[src/rtl/mario_status_if.sv]
// Collision/status bundle between the collision unit, the status tracker and
// its consumers (phase controller, sprite renderer, HUD).
interface mario_status_if #(
    parameter int LIVES_W = 3
);
    logic               frame_tick;
    logic               game_active;
    logic               enemy_hit;
    logic               stomp;
    logic               hazard_hit;
    logic               mushroom;
    logic               flag_touch;
    logic               one_up;
    logic               mario_alive;
    logic               GAMEEND;
    logic [LIVES_W-1:0] lives;
    logic               big;
    logic               invuln;
    logic               dying;
    logic               flag_anim;
    logic               respawn;

    modport master (
        output frame_tick, game_active, enemy_hit, stomp, hazard_hit,
               mushroom, flag_touch, one_up,
        input  mario_alive, GAMEEND, lives, big, invuln, dying, flag_anim,
               respawn
    );

    modport slave (
        input  frame_tick, game_active, enemy_hit, stomp, hazard_hit,
               mushroom, flag_touch, one_up,
        output mario_alive, GAMEEND, lives, big, invuln, dying, flag_anim,
               respawn
    );
endinterface

[src/rtl/mario_status_tracker.sv]
// Lives / power-up / invulnerability / death / flag-pole tracker.
// Optional extra-life pickups are enabled with `define MARIO_EXTRA_LIFE_EN.
module mario_status_tracker #(
    parameter int START_LIVES   = 3,
    parameter int LIVES_W       = 3,
    parameter int INVULN_FRAMES = 120,
    parameter int DEATH_FRAMES  = 90,
    parameter int FLAG_FRAMES   = 60,
    parameter int TMR_W         = 8
) (
    input  logic           CLK,
    input  logic           RESET,
    mario_status_if.slave  bus
);
    typedef enum logic [2:0] {
        IDLE, PLAY, INVULN, DYING, FLAG, OVER, WON
    } state_t;

    state_t             state;
    logic [TMR_W-1:0]   timer;
    logic [LIVES_W-1:0] lives_q;
    logic               alive_q;
    logic               gameend_q;
    logic               big_q;
    logic               respawn_q;
    logic               eff_hit;
    logic               tmr_last;

    assign eff_hit  = bus.enemy_hit & ~bus.stomp;
    assign tmr_last = (timer <= TMR_W'(1));

`ifdef MARIO_EXTRA_LIFE_EN
    function automatic logic [LIVES_W-1:0] lives_inc(input logic [LIVES_W-1:0] v);
        return (v == {LIVES_W{1'b1}}) ? v : v + 1'b1;
    endfunction
`else
    logic unused_one_up;
    assign unused_one_up = bus.one_up;
`endif

    always_ff @(posedge CLK) begin
        respawn_q <= 1'b0;
        if (RESET) begin
            state     <= IDLE;
            timer     <= '0;
            lives_q   <= LIVES_W'(START_LIVES);
            alive_q   <= 1'b1;
            gameend_q <= 1'b0;
            big_q     <= 1'b0;
        end else begin
            case (state)
                IDLE: if (bus.game_active) state <= PLAY;

                PLAY: if (bus.game_active) begin
`ifdef MARIO_EXTRA_LIFE_EN
                    if (bus.one_up) lives_q <= lives_inc(lives_q);
`endif
                    if (bus.flag_touch) begin
                        state <= FLAG;
                        timer <= TMR_W'(FLAG_FRAMES);
                    end else if (bus.hazard_hit) begin
                        state <= DYING;
                        timer <= TMR_W'(DEATH_FRAMES);
                        big_q <= 1'b0;
                    end else if (eff_hit && big_q) begin
                        state <= INVULN;
                        timer <= TMR_W'(INVULN_FRAMES);
                        big_q <= 1'b0;
                    end else if (eff_hit) begin
                        state <= DYING;
                        timer <= TMR_W'(DEATH_FRAMES);
                    end else if (bus.mushroom) begin
                        big_q <= 1'b1;
                    end
                end

                // Enemy contact is harmless here; only hazards and the flag preempt the countdown.
                INVULN: if (bus.game_active) begin
`ifdef MARIO_EXTRA_LIFE_EN
                    if (bus.one_up) lives_q <= lives_inc(lives_q);
`endif
                    if (bus.flag_touch) begin
                        state <= FLAG;
                        timer <= TMR_W'(FLAG_FRAMES);
                    end else if (bus.hazard_hit) begin
                        state <= DYING;
                        timer <= TMR_W'(DEATH_FRAMES);
                        big_q <= 1'b0;
                    end else begin
                        if (bus.mushroom) big_q <= 1'b1;
                        if (bus.frame_tick) begin
                            if (tmr_last) state <= PLAY;
                            else          timer <= timer - 1'b1;
                        end
                    end
                end

                DYING: if (bus.game_active && bus.frame_tick) begin
                    if (!tmr_last) begin
                        timer <= timer - 1'b1;
                    end else if (lives_q > LIVES_W'(1)) begin
                        lives_q   <= lives_q - 1'b1;
                        respawn_q <= 1'b1;
                        big_q     <= 1'b0;
                        state     <= PLAY;
                    end else begin
                        lives_q <= '0;
                        alive_q <= 1'b0;
                        state   <= OVER;
                    end
                end

                FLAG: if (bus.game_active && bus.frame_tick) begin
                    if (!tmr_last) begin
                        timer <= timer - 1'b1;
                    end else begin
                        gameend_q <= 1'b1;
                        state     <= WON;
                    end
                end

                default: state <= state;
            endcase
        end
    end

    assign bus.mario_alive = alive_q;
    assign bus.GAMEEND     = gameend_q;
    assign bus.lives       = lives_q;
    assign bus.big         = big_q;
    assign bus.respawn     = respawn_q;
    assign bus.invuln      = (state == INVULN);
    assign bus.dying       = (state == DYING);
    assign bus.flag_anim   = (state == FLAG);
endmodule

[src/flat_wrapper.sv]
// flat-port wrapper written by rule: the top's interface ports become plain ports
module mario_status_tracker_flat 
#(
    parameter int START_LIVES   = 3,
    parameter int LIVES_W       = 3,
    parameter int INVULN_FRAMES = 120,
    parameter int DEATH_FRAMES  = 90,
    parameter int FLAG_FRAMES   = 60,
    parameter int TMR_W         = 8
)
  (CLK, RESET, bus_frame_tick, bus_game_active, bus_enemy_hit, bus_stomp, bus_hazard_hit, bus_mushroom, bus_flag_touch, bus_one_up, bus_mario_alive, bus_GAMEEND, bus_lives, bus_big, bus_invuln, bus_dying, bus_flag_anim, bus_respawn);
  mario_status_if #(.LIVES_W(LIVES_W)) bus_i ();
  input  logic CLK;
  input  logic RESET;
  input wire logic [$bits(bus_i.frame_tick)-1:0] bus_frame_tick;
  input wire logic [$bits(bus_i.game_active)-1:0] bus_game_active;
  input wire logic [$bits(bus_i.enemy_hit)-1:0] bus_enemy_hit;
  input wire logic [$bits(bus_i.stomp)-1:0] bus_stomp;
  input wire logic [$bits(bus_i.hazard_hit)-1:0] bus_hazard_hit;
  input wire logic [$bits(bus_i.mushroom)-1:0] bus_mushroom;
  input wire logic [$bits(bus_i.flag_touch)-1:0] bus_flag_touch;
  input wire logic [$bits(bus_i.one_up)-1:0] bus_one_up;
  output wire logic [$bits(bus_i.mario_alive)-1:0] bus_mario_alive;
  output wire logic [$bits(bus_i.GAMEEND)-1:0] bus_GAMEEND;
  output wire logic [$bits(bus_i.lives)-1:0] bus_lives;
  output wire logic [$bits(bus_i.big)-1:0] bus_big;
  output wire logic [$bits(bus_i.invuln)-1:0] bus_invuln;
  output wire logic [$bits(bus_i.dying)-1:0] bus_dying;
  output wire logic [$bits(bus_i.flag_anim)-1:0] bus_flag_anim;
  output wire logic [$bits(bus_i.respawn)-1:0] bus_respawn;
  assign bus_i.frame_tick = bus_frame_tick;
  assign bus_i.game_active = bus_game_active;
  assign bus_i.enemy_hit = bus_enemy_hit;
  assign bus_i.stomp = bus_stomp;
  assign bus_i.hazard_hit = bus_hazard_hit;
  assign bus_i.mushroom = bus_mushroom;
  assign bus_i.flag_touch = bus_flag_touch;
  assign bus_i.one_up = bus_one_up;
  assign bus_mario_alive = bus_i.mario_alive;
  assign bus_GAMEEND = bus_i.GAMEEND;
  assign bus_lives = bus_i.lives;
  assign bus_big = bus_i.big;
  assign bus_invuln = bus_i.invuln;
  assign bus_dying = bus_i.dying;
  assign bus_flag_anim = bus_i.flag_anim;
  assign bus_respawn = bus_i.respawn;
  mario_status_tracker #(.START_LIVES(START_LIVES), .LIVES_W(LIVES_W), .INVULN_FRAMES(INVULN_FRAMES), .DEATH_FRAMES(DEATH_FRAMES), .FLAG_FRAMES(FLAG_FRAMES), .TMR_W(TMR_W)) u_core (.CLK(CLK), .RESET(RESET), .bus(bus_i));
endmodule
[config.mk]
export PLATFORM = sky130hd
export DESIGN_NAME = mario_status_tracker_flat
export DESIGN_NICKNAME = d
export VERILOG_FILES = /design/src/rtl/mario_status_if.sv /design/src/rtl/mario_status_tracker.sv /design/src/flat_wrapper.sv
export SDC_FILE = /design/constraint.sdc
export NUM_CORES = 1
export LEC_CHECK = 0
export CAP_MARGIN = 20
export CORE_ASPECT_RATIO = 1.4
export CORE_MARGIN = 10
export CORE_UTILIZATION = 40
export CTS_BUF_LIST = sky130_fd_sc_hd__clkbuf_8
export DETAILED_ROUTE_END_ITERATION = 10
export DONT_BUFFER_PORTS = 1
export GPL_TIMING_DRIVEN = 0
export PLACE_DENSITY = 0.64
export SLEW_MARGIN = 20
export SYNTH_ARGS = -nofsm -noshare
export SYNTH_HDL_FRONTEND = slang
export SYNTH_SLANG_ARGS = --single-unit
export TNS_END_PERCENT = 50
[constraint.sdc]
create_clock -name CLK -period 6 [get_ports CLK]
set_clock_uncertainty 0.05 [all_clocks]
set_input_delay 0.6 -clock CLK [delete_from_list [all_inputs] [get_ports CLK]]
set_output_delay 0.6 -clock CLK [all_outputs]
set_load 0.05 [all_outputs]
==> impl_metrics.tcl, run 1 <==
set metrics [dict create \
    status "complete, no violations" \
    grt_overflow 0 \
    antenna_cells 0 \
    relSlewSlack_pct 39.4 \
    drc 0 \
    topRoutingLayerUsed "met4" \
    p_switching_w 0.000355 \
    met2_length_um 1870 \
    maxCapViolations 0 \
    yosysWarnings 0 \
    cts_buffer_depth 2 \
    post-cts-setup-buffers 0 \
    syn_area_um2 1460 \
    synth_edf_count 0 \
    cp-startpoint "u_core.state[0]" \
    rsz0062_at_grt "false" \
    wl_um 3790 \
    vias 1398 \
    fmax_mhz 413 \
    ant_nets 0 \
    hpwlAfterDp_um 2900 \
    h-tree-depth 1 \
    die_height_um 91.6 \
    cp_data_required_time_ns 5.35 \
    finalHoldViolations 0 \
    coreArea_um2 3440 \
    cts_made_buffers 3 \
    totalPowerFinal_w 0.000756 \
    max_stage_delay_ns 0.75 \
    hold_class "reg2reg" \
    gp_congestion 0.892 \
    sw_frac_of_total_pct 46.9 \
    syn-num-nets 196 \
    antenna_found_initial 0 \
    cp_slowest_cell "nor2_1" \
    timing.rr.start "u_core.timer[0]" \
    cts_hold_buf 0 \
    dieArea_um2 6510 \
    grt_max_degree 11 \
    root_buffer "clkbuf_8" \
    crit_path_start_kind "register" \
    power.internal_w 0.000401 \
    power_density_nw_per_um2 482 \
    worstMarginPinSlew_ns 0.906 \
    crit_fanout 10 \
    grt_pass1_vias 1420 \
    rows 25 \
    p_leak_nw 0.629 \
    fin_crit_ns 2.42 \
    pin_count 20 \
    worstPathCellList "buf_4, clkbuf_1, nor2_1" \
    async_reset_ff_share_pct 0 \
    end_kind "output port" \
    clock_latency_ns 0.26 \
    firstDrtPassIters 4 \
    slew_violations 0 \
    synth.avg_cell_area_um2 8.04 \
    clk_pin_slew_ns 0.07 \
    fin_tns_setup_ns 0 \
    synth_seq_cells 18 \
    drt_first_iter_violations 80 \
    holdPathStages 2 \
    cts_sinks 18 \
    seq_area_frac_synth_pct 24.6 \
    wl_met3_um 240 \
    reg2reg_slack_ns 3.89 \
    reg2reg_depth 8 \
    wl_met1_um 1580 \
    die_w_um 71.1 \
    vdd_drop_max_uv 349 \
    comb_power_share_pct 62.8 \
    grt_pass1_wl_um 6560 \
    ys_types 60 \
    setup_viol 0 \
    cp.arrival_ns 1.77 \
    clkPwrFrac_pct 13.5 \
    period_share_pct 40.3 \
    cts_tree "built" \
    drt-vias-per-instance 6.19 \
    post_drt_wl_per_cell_um 16.8 \
    cts_resized 0 \
    area_growth_pct 7.19 \
    nNetsFinal 201 \
    port_buffers 0 \
    drive_gt1_share_pct 17.2 \
    start_util_pct 42.5 \
    grtUsageTotal_pct 11.9 \
    crit_end "bus_invuln" \
    syn_inst 182 \
    crit_type "reg2out" \
    ys.flop_type "dfxtp_1" \
    power_frac_seq_pct 23.7 \
    timing.rr.end "u_core.timer[5]" \
]
-- final cells by class --
type	count	area [um2]
buffer	12	129
clock buffer	4	55.1
fill	354	1870
inverter	10	37.5
multi-input combinational	142	936
sequential	18	360
tap	40	50.0
-- routing by layer --
layer / up-vias / global-route usage (%)
met4: 0 / 6.47
met1: 668 / 13.2
met2: 44 / 20.1
met5: - / 0
met3: 14 / 2.83
li1: 672 / -
-- worst min-delay path by stage --
stage,start,end,slack [ns]
2_1_floorplan,u_core.timer[7],u_core.timer[7],0.41
3_3_place_gp,u_core.timer[7],u_core.timer[7],0.43
3_5_place_dp,u_core.timer[7],u_core.timer[7],0.44
4_1_cts,u_core.timer[7],u_core.timer[7],0.45
5_1_grt,u_core.timer[7],u_core.timer[7],0.48
6_report,u_core.timer[7],u_core.timer[7],0.46
-- synthesized netlist by cell type, drive strengths merged, types with 4 or more instances --
| cell | number | area, um2 |
|---|---|---|
| clkbuf | 5 | 48.8 |
| ha | 4 | 50.1 |
| nor2 | 16 | 60.1 |
| a21oi | 15 | 75.1 |
| a211o | 4 | 35.0 |
| nand3 | 4 | 37.5 |
| o21ai | 11 | 55.1 |
| dfxtp | 18 | 360 |
| buf | 6 | 47.5 |
| nand2 | 18 | 70.1 |
| nor3 | 12 | 60.1 |
| inv | 10 | 37.5 |
| nand2b | 6 | 37.5 |
-- power by group through the flow --
stage	Clock (W)	Combinational, W	Sequential (W)
floorplan	0	0.000389	0.000175
global placement	0	0.000458	0.000180
detailed placement	0	0.000470	0.000182
CTS	0.000105	0.000472	0.000179
global route	0.000109	0.000528	0.000184
finish	0.000102	0.000475	0.000179
-- layout by cell type (no fill, tap or decap), types with 3 or more instances in the layout --
cell type and n:
dfxtp_1 18, nand2_1 17, nor2_1 16, a21oi_1 15, nor3_1 12, o21ai_0 11
inv_1 9, clkbuf_8 7, nand2b_1 6, a211o_1 4, ha_1 4, o21bai_1 3
mux2i_1 3
-- worst max-delay path: cells and delay by family (launching register included) --
family,cells,cell delay (ns)
and+or+nand+nor,1,0.75
buffers and inverters,2,0.40
DFF,1,0.36
-- metrics by stage --
step / utilization, % / hold slack (ns) / cell area (um2) / setup WS, ns / cells
2_1_floorplan: - / 0.413 / 1460 / 4.01 / 182
3_3_place_gp: 44.0 / 0.426 / 1510 / 3.90 / 222
3_5_place_dp: 44.0 / 0.442 / 1510 / 3.88 / 222
4_1_cts: 45.6 / 0.452 / 1570 / 3.59 / 226
5_1_grt: 45.6 / 0.484 / 1570 / 3.50 / 226
6_report: 45.6 / 0.460 / 1570 / 3.58 / 226
-- logic make-up after synthesis --
group / share of synthesized area (%)
AO/OA/AOI/OAI: 28.3
XOR/XNOR: 0.599
adder cells (fa/ha/maj): 3.42
buffers and inverters: 11.4
flip-flops: 24.6
multiplexers: 2.82
AND/OR/NAND/NOR: 28.8
-- registers in the layout, summed over array words and instances (netlist names) --
signal                  flops
u_core.timer                8
u_core.bus.mario_alive      1
u_core.bus.GAMEEND          1
u_core.bus.big              1
u_core.state                3
u_core.bus.lives            3
u_core.bus.respawn          1
Power figures use the tool's default switching activity.
==> inputs of run 2 (changes only) <==
- PLACE_DENSITY: 0.64 -> 0.66
- clock period: 6 -> 2.2 ns (I/O delays scaled with it)
==> impl_metrics.tcl, run 2 (same netlist as run 1, synthesis figures left out) <==
set metrics [dict create \
    wl_um 3860 \
    setup_viol 0 \
    antenna_cells 0 \
    gp_congestion 0.932 \
    drive_gt1_share_pct 17.2 \
    hpwlAfterDp_um 3010 \
    largest_register_ffs 8 \
    drt_first_iter_violations 135 \
    crit_path_start_kind "register" \
    port_buffers 0 \
    nNetsFinal 201 \
    start_util_pct 42.5 \
    fin_crit_ns 2.14 \
    layout_commonest_cell "dfxtp_1" \
    layout.cells.most_common_list "dfxtp_1, nand2_1, nor2_1" \
    cp_data_required_time_ns 2.30 \
    maxCapViolations 0 \
    slew_violations 0 \
    clock_latency_ns 0.26 \
    die_height_um 91.6 \
    drt-vias-per-instance 5.95 \
    h-tree-depth 1 \
    rsz0062_at_grt "false" \
    grt_pass1_vias 1430 \
    relSlewSlack_pct 39.5 \
    firstDrtPassIters 5 \
    crit_type "reg2reg" \
    area_growth_pct 7.27 \
    cts_tree "built" \
    period_share_pct 97.1 \
    cts_buffer_depth 2 \
    cts_sinks 18 \
    coreArea_um2 3440 \
    post-cts-setup-buffers 0 \
    pin_count 20 \
    reg2reg_depth 8 \
    post_drt_wl_per_cell_um 17.1 \
    root_buffer "clkbuf_8" \
    cts_made_buffers 3 \
    power_density_nw_per_um2 1320 \
    antenna_found_initial 0 \
    vdd_drop_max_uv 799 \
    grt_overflow 0 \
    worstMarginPinSlew_ns 0.905 \
    drc 0 \
    hold_class "in2reg" \
    finalHoldViolations 0 \
    clk_pin_slew_ns 0.08 \
    fmax_mhz 468 \
    grt_max_degree 11 \
    top_register "u_core.timer" \
    status "complete, no violations" \
    whs_ns 0.127 \
    ant_nets 0 \
    p_leak_nw 0.628 \
    dieArea_um2 6510 \
    end_kind "register" \
    vias 1344 \
    die_w_um 71.1 \
    fin_tns_setup_ns 0 \
    rows 25 \
    grtUsageTotal_pct 11.9 \
    crit_fanout 10 \
    cp.arrival_ns 2.24 \
    holdPathStages 3 \
    grt_pass1_wl_um 6640 \
]
run 2: metal layers:
metal	track usage, %	vias to the layer above	routed length (um)
met2	20.6	35	2020
met4	3.56	0	21
met1	13.9	637	1600
li1	-	668	-
met3	2.72	4	216
met5	0	-	0
run 2: where the power goes:
part | internal (W) | switching (W)
Sequential | 0.000391 | 0.0000977
Clock | 0.000159 | 0.000121
Combinational | 0.000545 | 0.000757
Total | 0.00109 | 0.000976
run 2: metrics by stage:
stage	util [%]	std cells	area (um2)	worst slack [ns]	total power, W
after global routing	45.6	226	1570	0.00182	0.00225
after floorplan	-	182	1460	0.258	0.00154
after CTS	45.6	226	1570	0.0990	0.00207
after global placement	44.0	222	1510	0.166	0.00174
after detailed placement	44.0	222	1510	0.122	0.00179
final	45.6	226	1570	0.0642	0.00207
run 2: final timing paths:
| path | startpoint | to | slack (ns) |
|---|---|---|---|
| worst max-delay path | u_core.timer[0] | u_core.timer[5] | 0.06 |
| worst min-delay path | bus_hazard_hit | u_core.bus.big | 0.13 |
| worst max register to register | u_core.timer[0] | u_core.timer[5] | 0.06 |
| worst min register to register | u_core.timer[7] | u_core.timer[7] | 0.46 |
run 2: repair_timing:
item                       CTS  global route
setup endpoints to repair    0             1
gates resized for setup      0             1
hold buffers                 0             0
run 2: cell type report:
class,instances,area [um2]
fillers,362,1870
multi-input cells,142,936
flip-flops and latches,18,360
plain buffers,12,129
clock buffers,4,55.1
well taps,40,50.0
inverters,10,38.8
run 2: worst max-delay path, stage by stage, from the launching register on:
cell,delay [ns]
dfxtp_1,0.40
inv_1,0.06
ha_1,0.23
or2_4,0.27
and3_2,0.20
buf_4,0.17
o32ai_1,0.28
nand2_1,0.07
a221oi_1,0.30
